File: src/rtl/icache_direct_if.sv
// ============================================================================
// Module      : icache_direct_if
// Description : Fetch-port and memory-port signal bundle for icache_direct.
// Revision    : 1.0 - initial release
// ============================================================================
`default_nettype none

interface icache_direct_if #(
    parameter int CNT_W = 32
);
    logic             imemREN;
    logic [31:0]      imemaddr;
    logic             ihit;
    logic [31:0]      imemload;
    logic             iREN;
    logic [31:0]      iaddr;
    logic             iwait;
    logic [31:0]      iload;
    logic             inval;
    logic [CNT_W-1:0] hit_count;
    logic [CNT_W-1:0] miss_count;

    // Cache side
    modport slave (
        input  imemREN, imemaddr, iwait, iload, inval,
        output ihit, imemload, iREN, iaddr, hit_count, miss_count
    );

    // Datapath / memory-controller side
    modport master (
        output imemREN, imemaddr, iwait, iload, inval,
        input  ihit, imemload, iREN, iaddr, hit_count, miss_count
    );
endinterface

`default_nettype wire

File: src/rtl/icache_direct.sv
// ============================================================================
// Module      : icache_direct
// Description : Direct-mapped, one-word-per-block instruction cache with
//               single-word fill and saturating hit/miss statistics.
// Revision    : 1.0 - initial release
// ============================================================================
`default_nettype none

module icache_direct #(
    parameter int SETS  = 16,
    parameter int CNT_W = 32
) (
    input  logic            CLK,
    input  logic            RST,
    icache_direct_if.slave  bus
);
    localparam int IDX_W = $clog2(SETS);
    localparam int TAG_W = 32 - IDX_W - 2;
    localparam logic [CNT_W-1:0] c_cnt_one = {{(CNT_W-1){1'b0}}, 1'b1};

    typedef enum logic [0:0] {
        IDLE  = 1'b0,
        FETCH = 1'b1
    } state_t;

    state_t            r_state;
    state_t            w_next;
    logic [SETS-1:0]   r_valid;
    logic [TAG_W-1:0]  r_tag  [SETS];
    logic [31:0]       r_data [SETS];
    logic [29:0]       r_miss_word;
    logic [CNT_W-1:0]  r_hit_cnt;
    logic [CNT_W-1:0]  r_miss_cnt;

    logic [IDX_W-1:0]  w_idx;
    logic [TAG_W-1:0]  w_tag;
    logic [IDX_W-1:0]  w_miss_idx;
    logic              w_hit;
    logic              w_miss;
    logic              w_fill_done;

    assign w_idx      = bus.imemaddr[IDX_W+1:2];
    assign w_tag      = bus.imemaddr[31:IDX_W+2];
    assign w_miss_idx = r_miss_word[IDX_W-1:0];

    always_comb begin
        w_next       = r_state;
        w_hit        = 1'b0;
        w_miss       = 1'b0;
        w_fill_done  = 1'b0;
        bus.iREN     = 1'b0;
        bus.iaddr    = 32'h0;
        case (r_state)
            IDLE: begin
                // inval suppresses both the hit and a new miss this cycle
                w_hit  = bus.imemREN & ~bus.inval & r_valid[w_idx]
                         & (r_tag[w_idx] == w_tag);
                w_miss = bus.imemREN & ~bus.inval & ~w_hit;
                if (w_miss) begin
                    w_next = FETCH;
                end
            end
            FETCH: begin
                bus.iREN  = 1'b1;
                bus.iaddr = {r_miss_word, 2'b00};
                if (!bus.iwait) begin
                    w_fill_done = 1'b1;
                    w_next      = IDLE;
                end
            end
            default: w_next = IDLE;
        endcase
        bus.ihit     = w_hit;
        bus.imemload = w_hit ? r_data[w_idx] : 32'h0;
    end

    always_ff @(posedge CLK or posedge RST) begin
        if (RST) begin
            r_state     <= IDLE;
            r_valid     <= '0;
            r_miss_word <= '0;
            r_hit_cnt   <= '0;
            r_miss_cnt  <= '0;
        end else begin
            r_state <= w_next;
            if (w_miss) begin
                r_miss_word <= bus.imemaddr[31:2];
            end
            // An invalidate on the completing edge leaves the new frame invalid
            if (bus.inval) begin
                r_valid <= '0;
            end else if (w_fill_done) begin
                r_valid[w_miss_idx] <= 1'b1;
            end
            if (w_hit && (r_hit_cnt != '1)) begin
                r_hit_cnt <= r_hit_cnt + c_cnt_one;
            end
            if (w_miss && (r_miss_cnt != '1)) begin
                r_miss_cnt <= r_miss_cnt + c_cnt_one;
            end
        end
    end

    always_ff @(posedge CLK) begin
        if (w_fill_done) begin
            r_tag[w_miss_idx]  <= r_miss_word[29:IDX_W];
            r_data[w_miss_idx] <= bus.iload;
        end
    end

    assign bus.hit_count  = r_hit_cnt;
    assign bus.miss_count = r_miss_cnt;

endmodule

`default_nettype wire

File: src/flat_wrapper.sv
// flat-port wrapper written by rule: the top's interface ports become plain ports
module icache_direct_flat 
#(
    parameter int SETS  = 16,
    parameter int CNT_W = 32
)
  (CLK, RST, bus_imemREN, bus_imemaddr, bus_iwait, bus_iload, bus_inval, bus_ihit, bus_imemload, bus_iREN, bus_iaddr, bus_hit_count, bus_miss_count);
  icache_direct_if #(.CNT_W(CNT_W)) bus_i ();
  input  logic CLK;
  input  logic RST;
  input wire logic [$bits(bus_i.imemREN)-1:0] bus_imemREN;
  input wire logic [$bits(bus_i.imemaddr)-1:0] bus_imemaddr;
  input wire logic [$bits(bus_i.iwait)-1:0] bus_iwait;
  input wire logic [$bits(bus_i.iload)-1:0] bus_iload;
  input wire logic [$bits(bus_i.inval)-1:0] bus_inval;
  output wire logic [$bits(bus_i.ihit)-1:0] bus_ihit;
  output wire logic [$bits(bus_i.imemload)-1:0] bus_imemload;
  output wire logic [$bits(bus_i.iREN)-1:0] bus_iREN;
  output wire logic [$bits(bus_i.iaddr)-1:0] bus_iaddr;
  output wire logic [$bits(bus_i.hit_count)-1:0] bus_hit_count;
  output wire logic [$bits(bus_i.miss_count)-1:0] bus_miss_count;
  assign bus_i.imemREN = bus_imemREN;
  assign bus_i.imemaddr = bus_imemaddr;
  assign bus_i.iwait = bus_iwait;
  assign bus_i.iload = bus_iload;
  assign bus_i.inval = bus_inval;
  assign bus_ihit = bus_i.ihit;
  assign bus_imemload = bus_i.imemload;
  assign bus_iREN = bus_i.iREN;
  assign bus_iaddr = bus_i.iaddr;
  assign bus_hit_count = bus_i.hit_count;
  assign bus_miss_count = bus_i.miss_count;
  icache_direct #(.SETS(SETS), .CNT_W(CNT_W)) u_core (.CLK(CLK), .RST(RST), .bus(bus_i));
endmodule
File: config.mk
export PLATFORM = sky130hd
export DESIGN_NAME = icache_direct_flat
export DESIGN_NICKNAME = d
export VERILOG_FILES = /design/src/rtl/icache_direct_if.sv /design/src/rtl/icache_direct.sv /design/src/flat_wrapper.sv
export SDC_FILE = /design/constraint.sdc
export NUM_CORES = 1
export LEC_CHECK = 0
export CORE_MARGIN = 4
export CORE_UTILIZATION = 35
export CTS_CLUSTER_DIAMETER = 120
export CTS_CLUSTER_SIZE = 20
export DETAILED_ROUTE_END_ITERATION = 8
export GPL_ROUTABILITY_DRIVEN = 0
export SYNTH_ARGS = -nofsm -noshare
export SYNTH_HDL_FRONTEND = slang
export SYNTH_SLANG_ARGS = --single-unit
File: constraint.sdc
create_clock -name CLK -period 16.6 [get_ports CLK]
set_input_delay 3.32 -clock CLK [delete_from_list [all_inputs] [get_ports CLK]]
set_output_delay 3.32 -clock CLK [all_outputs]
set_load 0.01 [all_outputs]
==> impl_metrics.ini, run 1 <==
[run]
drv_cap = 0

[yosys]
syn_area_um2 = 41000
ys_top_cells_by_area = edfxtp_1 68%, mux4_2 14%, dfrtp_1 6.8%
yosysMostFrequentCell = edfxtp_1
synth.top_cell.area_share_pct = 68.0
yosysTopAreaCell = edfxtp_1
synthCells = 1995
async_flop_share_pct = 10.7
postSynthAreaPerCell_um2 = 20.5
synth_ff_type = edfxtp_1
ys_types = 64
synth_common_cells = 928 x edfxtp_1, 254 x mux4_2, 111 x dfrtp_1
synth_enable_flop_cells = 928
synth-seq-cells = 1039
synth_seq_area_share_pct = 74.8
yosysWarnings = 0

[setup_path]
path_class = in2out
worstPathRequired_ns = 13.28
end_kind = primary output
worstSetupStartpointType = input port
cp_max_fo = 56
crit_arrival_ns = 8.80

[clock_tree]
clkLatencyLatePin_ns = 0.65
cts_buffers = 57
clock-sinks = 1039
clk_path_buf_depth = 3
cts_resized = 0
postCtsHoldBufs = 0
postCtsSetupRepairBufs = 0
tritoncts = built
h-tree-depth = 2
cts.clk_slew.worst_paths_ns = 0.08
clk_root_buffer_cell = clkbuf_16

[timing]
setup_viol = 0
min_period_ns = 12.12
fmax_mhz = 82.5
hold_viol = 0
fin_skew_ns = 0.0263
rsz0062_at_grt = false
slew_violations = 0
worst_pin_slew_ns = 1.08
slew_headroom_pct = 27.8
whs_ns = 0.499
post-route-period-util_pct = 73.0
fin_ws_ns = 4.48
setup_tns_ns = 0

[drt]
drc_errors = 0
wl_mm = 98.8
viasPerCell = 5.30
wl_per_cell_um = 26.3
dr.pass1.iters = 5
first_iter_violations = 2036
ant_nets = 0
vias = 19900

[finish]
seq_area_um2 = 30600
multi_input_area_um2 = 9910
fillers = 10200
final_nets = 2260
syn_to_final_growth_pct = 13.3
drive_gt1_share_pct = 17.9
stdcell_area_um2 = 46400

[global_route]
track_usage_pct = 15.9
antenna_found_initial = 11
first_global_vias = 20700
grt_max_degree = 98
grt-ovfl-total = 0
grt_pass1_wl_mm = 143

[floorplanning]
rows = 125
core_um2 = 116000
dieArea_um2 = 123000
die_w_um = 350
initial_core_util_pct = 35.3
die_y_um = 350
ios = 199

[placed_design]
place_area_um2 = 44800
dpl.hpwl_mm = 53.4
portBuffers = 194
pre_cts_ws_ns = 4.43

[pwr]
p_seq_share_pct = 62.8
p_int_uw = 3780
p_per_area_nw_per_um2 = 105
power_switching_uw = 1080
pwr-share-comb_pct = 7.2
p_sw_share_pct = 22.2
pwr-share-clk_pct = 30.1
cellLeakagePower_uw = 0.0148
peakVddDrop_uv = 79.0
power_uw = 4860

[hold_path]
hp-class = reg2reg

[status]
outcome = completed
power by group through the flow:
stage	logic, uW	registers, uW	clock network [uW]
floorplan	201	3080	0
global placement	350	3100	0
detailed placement	356	3110	0
CTS	357	3050	1510
global route	374	3060	1600
finish	348	3050	1460
critical path, stage by stage:
cell	delay, ns
buf_6	0.54
buf_4	0.57
buf_4	0.77
mux2i_1	0.16
a32o_1	0.33
o31a_1	0.32
or4_1	0.49
nor4_2	0.65
nand4b_1	0.17
buf_4	0.38
nor2b_1	0.38
clkdlybuf4s50_1	0.62
metrics by stage:
step           util [%]  cells
2_1_floorplan         -   1996
3_3_place_gp       38.5   3654
3_5_place_dp       38.5   3654
4_1_cts            39.9   3748
5_1_grt            39.9   3751
6_report           39.9   3756
kinds of logic (layout without fill, tap and decap cells):
logic type	count (synthesis)	count (layout)	synth area share, %
flops	1039	1039	74.8
mux	355	355	16.6
simple gates	330	330	4.30
buf+inv	119	347	1.31
xor+xnor	84	84	1.80
compound gates	65	65	1.16
fa+ha+maj	2	2	0.0611
other cells	1	10	0.00915
routing by layer:
layer / global-route usage [%] / up-vias / part of all wire (%) / routed length, um
met5: 0 / - / 0.062 / 61
met4: 3.70 / 8 / 2.2 / 2210
met3: 2.41 / 114 / 5.1 / 5010
met2: 27.0 / 545 / 50 / 49600
met1: 21.7 / 10800 / 42 / 41900
li1: - / 8438 / - / -
state kept, by name, indices dropped and copies added (netlist names):
register,flops
u_core.r_data,512
u_core.r_miss_word,30
u_core.bus.miss_count,32
u_core.r_tag,416
u_core.r_state,1
u_core.bus.hit_count,32
u_core.r_valid,16
cell usage in the layout, fill, tap and decap left out, types with 4 or more instances in the layout:
| cell | n |
|---|---|
| and3_1 | 25 |
| xnor2_1 | 54 |
| nand2b_1 | 8 |
| nor2_4 | 12 |
| buf_4 | 41 |
| nand3_1 | 39 |
| o21ai_0 | 5 |
| or3_1 | 6 |
| inv_1 | 16 |
| edfxtp_1 | 928 |
| mux2_1 | 30 |
| clkbuf_1 | 33 |
| nor2_1 | 66 |
| nand4_1 | 13 |
| nor3_1 | 17 |
| clkdlybuf4s50_1 | 190 |
| dfrtp_1 | 110 |
| mux2i_1 | 61 |
| a21oi_1 | 12 |
| mux2_2 | 10 |
| xor2_1 | 30 |
| a221oi_1 | 5 |
| nor3_2 | 7 |
| o2111ai_1 | 4 |
| diode_2 | 8 |
| a22oi_1 | 6 |
| nor3b_1 | 6 |
| nand2_1 | 37 |
| and2_1 | 32 |
| clkbuf_16 | 59 |
| nor2b_1 | 44 |
| mux4_2 | 254 |
final timing paths:
path / from / endpoint / slack, ns / cells past startpoint
min reg2reg: u_core.bus.miss_count[15] / u_core.bus.miss_count[15] / 0.50 / 1
min: u_core.bus.miss_count[15] / u_core.bus.miss_count[15] / 0.50 / 1
max in group asynchronous: RST / u_core.r_state / 11.95 / 3
min in group asynchronous: RST / u_core.bus.miss_count[14] / 3.17 / 2
max reg2reg: u_core.r_tag[15][21] / u_core.bus.miss_count[1] / 12.16 / 10
max: bus_imemaddr[3] / bus_imemload[3] / 4.48 / 12
cell type report:
cell class / instances / area share [%]
clock buffers: 92 / 3.45
inverters: 18 / 0.154
repair buffers: 235 / 4.86
diodes: 8 / 0.0431
multi-input cells: 838 / 21.3
well taps: 1524 / 4.11
clock inverters: 2 / 0.0270
flip-flops and latches: 1039 / 66.0
(Power assumes the default switching activity.)
==> inputs of run 2 (changes only) <==
Clock period 16.6 ns to 10.45 ns, I/O delays scaled along.
==> run 2 against run 1 <==
  * Total power up 60%
  * First-iteration DRC count down 3.2%
  * Die area unchanged
  * Critical path depth unchanged
  * Global-route usage about the same
  * Clock skew up 0.0077 ns
  * Hold slack worse by 0.0037 ns
  * Cell count up 0.16%
  * Clock power up 62%
  * Clock-buffer cell count down 1
  * Wire length down 0.52%
  * Critical endpoint unchanged
==> impl_metrics.ini, run 2 (same netlist as run 1, synthesis figures left out) <==
[clock_tree]
clkLatencyLatePin_ns = 0.67
cts_resized = 0
clk_root_buffer_cell = clkbuf_16
tritoncts = built
h-tree-depth = 2
cts.clk_slew.worst_paths_ns = 0.08
postCtsHoldBufs = 0
cts_buffers = 58
postCtsSetupRepairBufs = 0
clock-sinks = 1039
clk_path_buf_depth = 3

[drt]
first_iter_violations = 1971
viasPerCell = 5.28
wl_per_cell_um = 26.1
wl_mm = 98.3
drc_errors = 0
dr.pass1.iters = 5
vias = 19900
ant_nets = 0

[pwr]
power_switching_uw = 1740
p_seq_share_pct = 62.5
pwr-share-comb_pct = 7.1
peakVddDrop_uv = 133
pwr-share-clk_pct = 30.5
p_int_uw = 6010
cellLeakagePower_uw = 0.0149
p_per_area_nw_per_um2 = 167
p_sw_share_pct = 22.5

[floorplanning]
ios = 199
die_w_um = 350
core_um2 = 116000
dieArea_um2 = 123000
rows = 125
die_y_um = 350
initial_core_util_pct = 35.3

[finish]
largest_reg_flops = 512
largest_register = u_core.r_data
final_nets = 2266
layout_commonest_cell = edfxtp_1
drive_gt1_share_pct = 18.2
syn_to_final_growth_pct = 13.5
top_regs = u_core.r_data x512, u_core.r_tag x416
stdcell_count = 3762
final_cell_mix = 928 x edfxtp_1, 254 x mux4_2, 190 x clkdlybuf4s50_1
final_core_util_pct = 40.0

[timing]
fmax_mhz = 110
hold_viol = 0
setup_viol = 0
rsz0062_at_grt = false
min_period_ns = 9.05
fin_ws_ns = 1.40
slew_violations = 0
fin_skew_ns = 0.0340
setup_tns_ns = 0
whs_ns = 0.495
post-route-period-util_pct = 86.6
slew_headroom_pct = 24.7
worst_pin_slew_ns = 1.13

[placed_design]
dpl.hpwl_mm = 53.5
pre_cts_ws_ns = 1.33
dp_cells = 3659
portBuffers = 194

[status]
outcome = completed

[setup_path]
worstPathRequired_ns = 8.36
worstSetupStartpointType = input port
cp_max_fo = 76
crit_arrival_ns = 6.96
path_class = in2out
reg2regPathDepth = 10
end_kind = primary output

[hold_path]
hp-class = reg2reg
holdPathStages = 1

[run]
drv_cap = 0

[global_route]
grt_pass1_wl_mm = 143
grt-ovfl-total = 0
antenna_found_initial = 13
track_usage_pct = 15.9
first_global_vias = 20700
grt_max_degree = 105
run 2: power groups by stage:
stage / clock, uW / sequential, uW / combinational, uW
finish: 2360 / 4850 / 549
global route: 2600 / 4870 / 592
CTS: 2440 / 4850 / 564
detailed placement: 0 / 4940 / 562
global placement: 0 / 4920 / 554
floorplan: 0 / 4890 / 320
run 2: worst paths after layout:
path / start / endpoint / slack (ns)
max: bus_imemaddr[3] / bus_imemload[3] / 1.40
min: u_core.bus.miss_count[29] / u_core.bus.miss_count[29] / 0.50
max reg2reg: u_core.r_tag[15][21] / u_core.bus.miss_count[1] / 6.06
min reg2reg: u_core.bus.miss_count[29] / u_core.bus.miss_count[29] / 0.50
max in group asynchronous: RST / u_core.r_miss_word[10] / 7.20
min in group asynchronous: RST / u_core.bus.miss_count[12] / 1.95
run 2: routing by layer:
layer	GRT usage [%]	wire length [um]	vias up	share of wire, %
met4	3.18	1760	6	1.8
met2	26.9	49500	552	50
met5	0	41	-	0.042
met1	22.2	41900	10700	43
met3	2.02	5060	118	5.2
li1	-	-	8445	-
run 2: area by class of cell:
type,count,area (um2)
diodes,7,17.5
clock inverters,5,57.6
clock buffers,91,1600
fillers,10200,69700
multi-input cells,838,9910
inverters,18,71.3
well taps,1524,1910
repair buffers,240,2300
flip-flops and latches,1039,30600
run 2: critical path, stage by stage:
cell,delay (ns)
buf_6,0.69
buf_4,0.53
mux4_2,0.56
mux2i_1,0.15
mux2i_1,0.12
xnor2_1,0.28
o2111ai_1,0.24
nor4_2,0.58
nand4b_1,0.16
buf_4,0.39
nor2b_1,0.39
clkdlybuf4s50_1,0.63
run 2: per-stage QoR:
stage / total power (uW) / area, um2
after floorplan: 5210 / 41000
after detailed placement: 5500 / 44800
final: 7760 / 46500
after global placement: 5480 / 44800
after CTS: 7850 / 46500
after global routing: 8060 / 46500
==> inputs of run 3 (changes only) <==
Settings changed: CORE_UTILIZATION 35 to 41, SKIP_CTS_REPAIR_TIMING set to 1.
==> run 3 against run 2 <==
  * Via count about the same
  * Critical endpoint unchanged
  * Clock power down 3%
  * Critical path type unchanged
  * Setup slack better by 0.19 ns
  * Sequential power about the same
  * Wire length down 2.0%
  * Clock skew down 0.011 ns
  * Hold slack better by 0.0045 ns
  * Maximum frequency up 2.2%
==> impl_metrics.ini, run 3 (same netlist as run 1, synthesis figures left out) <==
[setup_path]
max_stage_delay_ns = 0.61
cp_slowest_cell = nor4_2
crit_arrival_ns = 6.77
worstPathCellList = buf_8 > buf_12 > mux4_2 > mux2i_1 > mux2i_1 > xnor2_1 > o2111ai_1 > nor4_2 > nand4b_1 > buf_4 > nor2b_1 > clkdlybuf4s50_1
worstPathRequired_ns = 8.36
end_kind = primary output
cp_max_fo = 76
regToRegSetupSlack_ns = 6.08
worstSetupStartpointType = input port
path_class = in2out
cp_common_cell = mux2i_1

[floorplanning]
core_um2 = 98700
initial_core_util_pct = 41.5
rows = 115
die_w_um = 324
dieArea_um2 = 105000
die_y_um = 324
ios = 199

[clock_tree]
h-tree-depth = 2
clk_root_buffer_cell = clkbuf_16
tritoncts = built
cts.clk_slew.worst_paths_ns = 0.09
cts_buffers = 57
clkLatencyLatePin_ns = 0.66
clock-sinks = 1039
clk_path_buf_depth = 3

[global_route]
grt-ovfl-total = 0
antenna_found_initial = 8
track_usage_pct = 18.3
grt_max_degree = 107
grt_pass1_wl_mm = 141
first_global_vias = 20400

[status]
outcome = completed

[finish]
fillers = 8216
drive_gt1_share_pct = 17.8
largest_reg_flops = 512
final_nets = 2259
top_regs = u_core.r_data x512, u_core.r_tag x416
stdcell_count = 3511
layout_commonest_cell = edfxtp_1
syn_to_final_growth_pct = 12.5
largest_register = u_core.r_data
final_cell_mix = 928 x edfxtp_1, 254 x mux4_2, 190 x clkdlybuf4s50_1

[placed_design]
pre_cts_ws_ns = 1.47
dp_cells = 3416
dpl.hpwl_mm = 51.3
portBuffers = 194

[drt]
wl_mm = 96.3
viasPerCell = 5.66
first_iter_violations = 1871
ant_nets = 0
dr.pass1.iters = 5
wl_per_cell_um = 27.4
vias = 19900
drc_errors = 0

[timing]
slew_violations = 0
worst_pin_slew_ns = 1.16
slew_headroom_pct = 22.7
min_period_ns = 8.86
hold_viol = 0
rsz0062_at_grt = false
setup_tns_ns = 0
fin_ws_ns = 1.59
fin_skew_ns = 0.0227
setup_viol = 0
fmax_mhz = 113
post-route-period-util_pct = 84.8

[run]
drv_cap = 0

[hold_path]
hp-class = reg2reg

[pwr]
p_per_area_nw_per_um2 = 167
peakVddDrop_uv = 122
power_uw = 7690
cellLeakagePower_uw = 0.0148
[run 3: changes by cell type in the layout (fill, tap and decap cells not counted), sizes merged]
cell / previous run / this run
buf: 49 / 44
clkbuf: 92 / 88
diode: 7 / 4
inv: 20 / 17
clkinv: 3 / 4
[run 3: area by class of cell]
type                            count  area [um2]  share of cell area (%)
Multi-Input combinational cell    838        9910                    21.5
Timing Repair Buffer              234        2260                    4.91
Sequential cell                  1039       30600                    66.5
Tap cell                         1287        1610                    3.49
Inverter                           18        71.3                   0.155
Clock buffer                       88        1540                    3.35
Clock inverter                      3        41.3                  0.0896
Antenna cell                        4        10.0                  0.0217
[run 3: power by group]
group	total (uW)	internal [uW]	switching, uW
clock	2300	1020	1280
combinational	546	246	299
sequential	4840	4710	134
total	7690	5970	1710
[run 3: metrics by stage]
stage | utilization (%) | hold WS, ns | instance area (um2)
floorplan | - | 0.461 | 41000
CTS | 46.7 | 0.506 | 46100
finish | 46.7 | 0.500 | 46100
detailed placement | 45.1 | 0.488 | 44500
global placement | 45.1 | 0.474 | 44500
global route | 46.7 | 0.522 | 46100
[run 3: path summary, 6_finish.rpt]
check | from | end | cells after the start
min in group asynchronous | RST | u_core.bus.miss_count[2] | 2
hold reg to reg | u_core.bus.hit_count[17] | u_core.bus.hit_count[17] | 1
setup reg to reg | u_core.r_tag[15][21] | u_core.bus.miss_count[1] | 10
hold / removal | u_core.bus.hit_count[17] | u_core.bus.hit_count[17] | 1
max in group asynchronous | RST | u_core.r_miss_word[26] | 3
setup / recovery | bus_imemaddr[2] | bus_imemload[3] | 12
[run 3: metal layers]
metal / vias up / routed length (um) / GRT usage [%] / share of wire (%)
li1: 8425 / - / - / -
met1: 10800 / 40700 / 25.5 / 42
met2: 554 / 48800 / 31.2 / 51
met3: 107 / 4970 / 2.54 / 5.2
met4: 8 / 1770 / 3.91 / 1.8
met5: - / 55 / 0 / 0.057
[run 3: worst max-delay path: cells and delay by family]
family	cells	cell delay, ns
multiplexers	3	0.82
buffers and inverters	4	2.11
XOR/XNOR	1	0.28
AO/OA/AOI/OAI	1	0.24
AND/OR/NAND/NOR	3	1.12
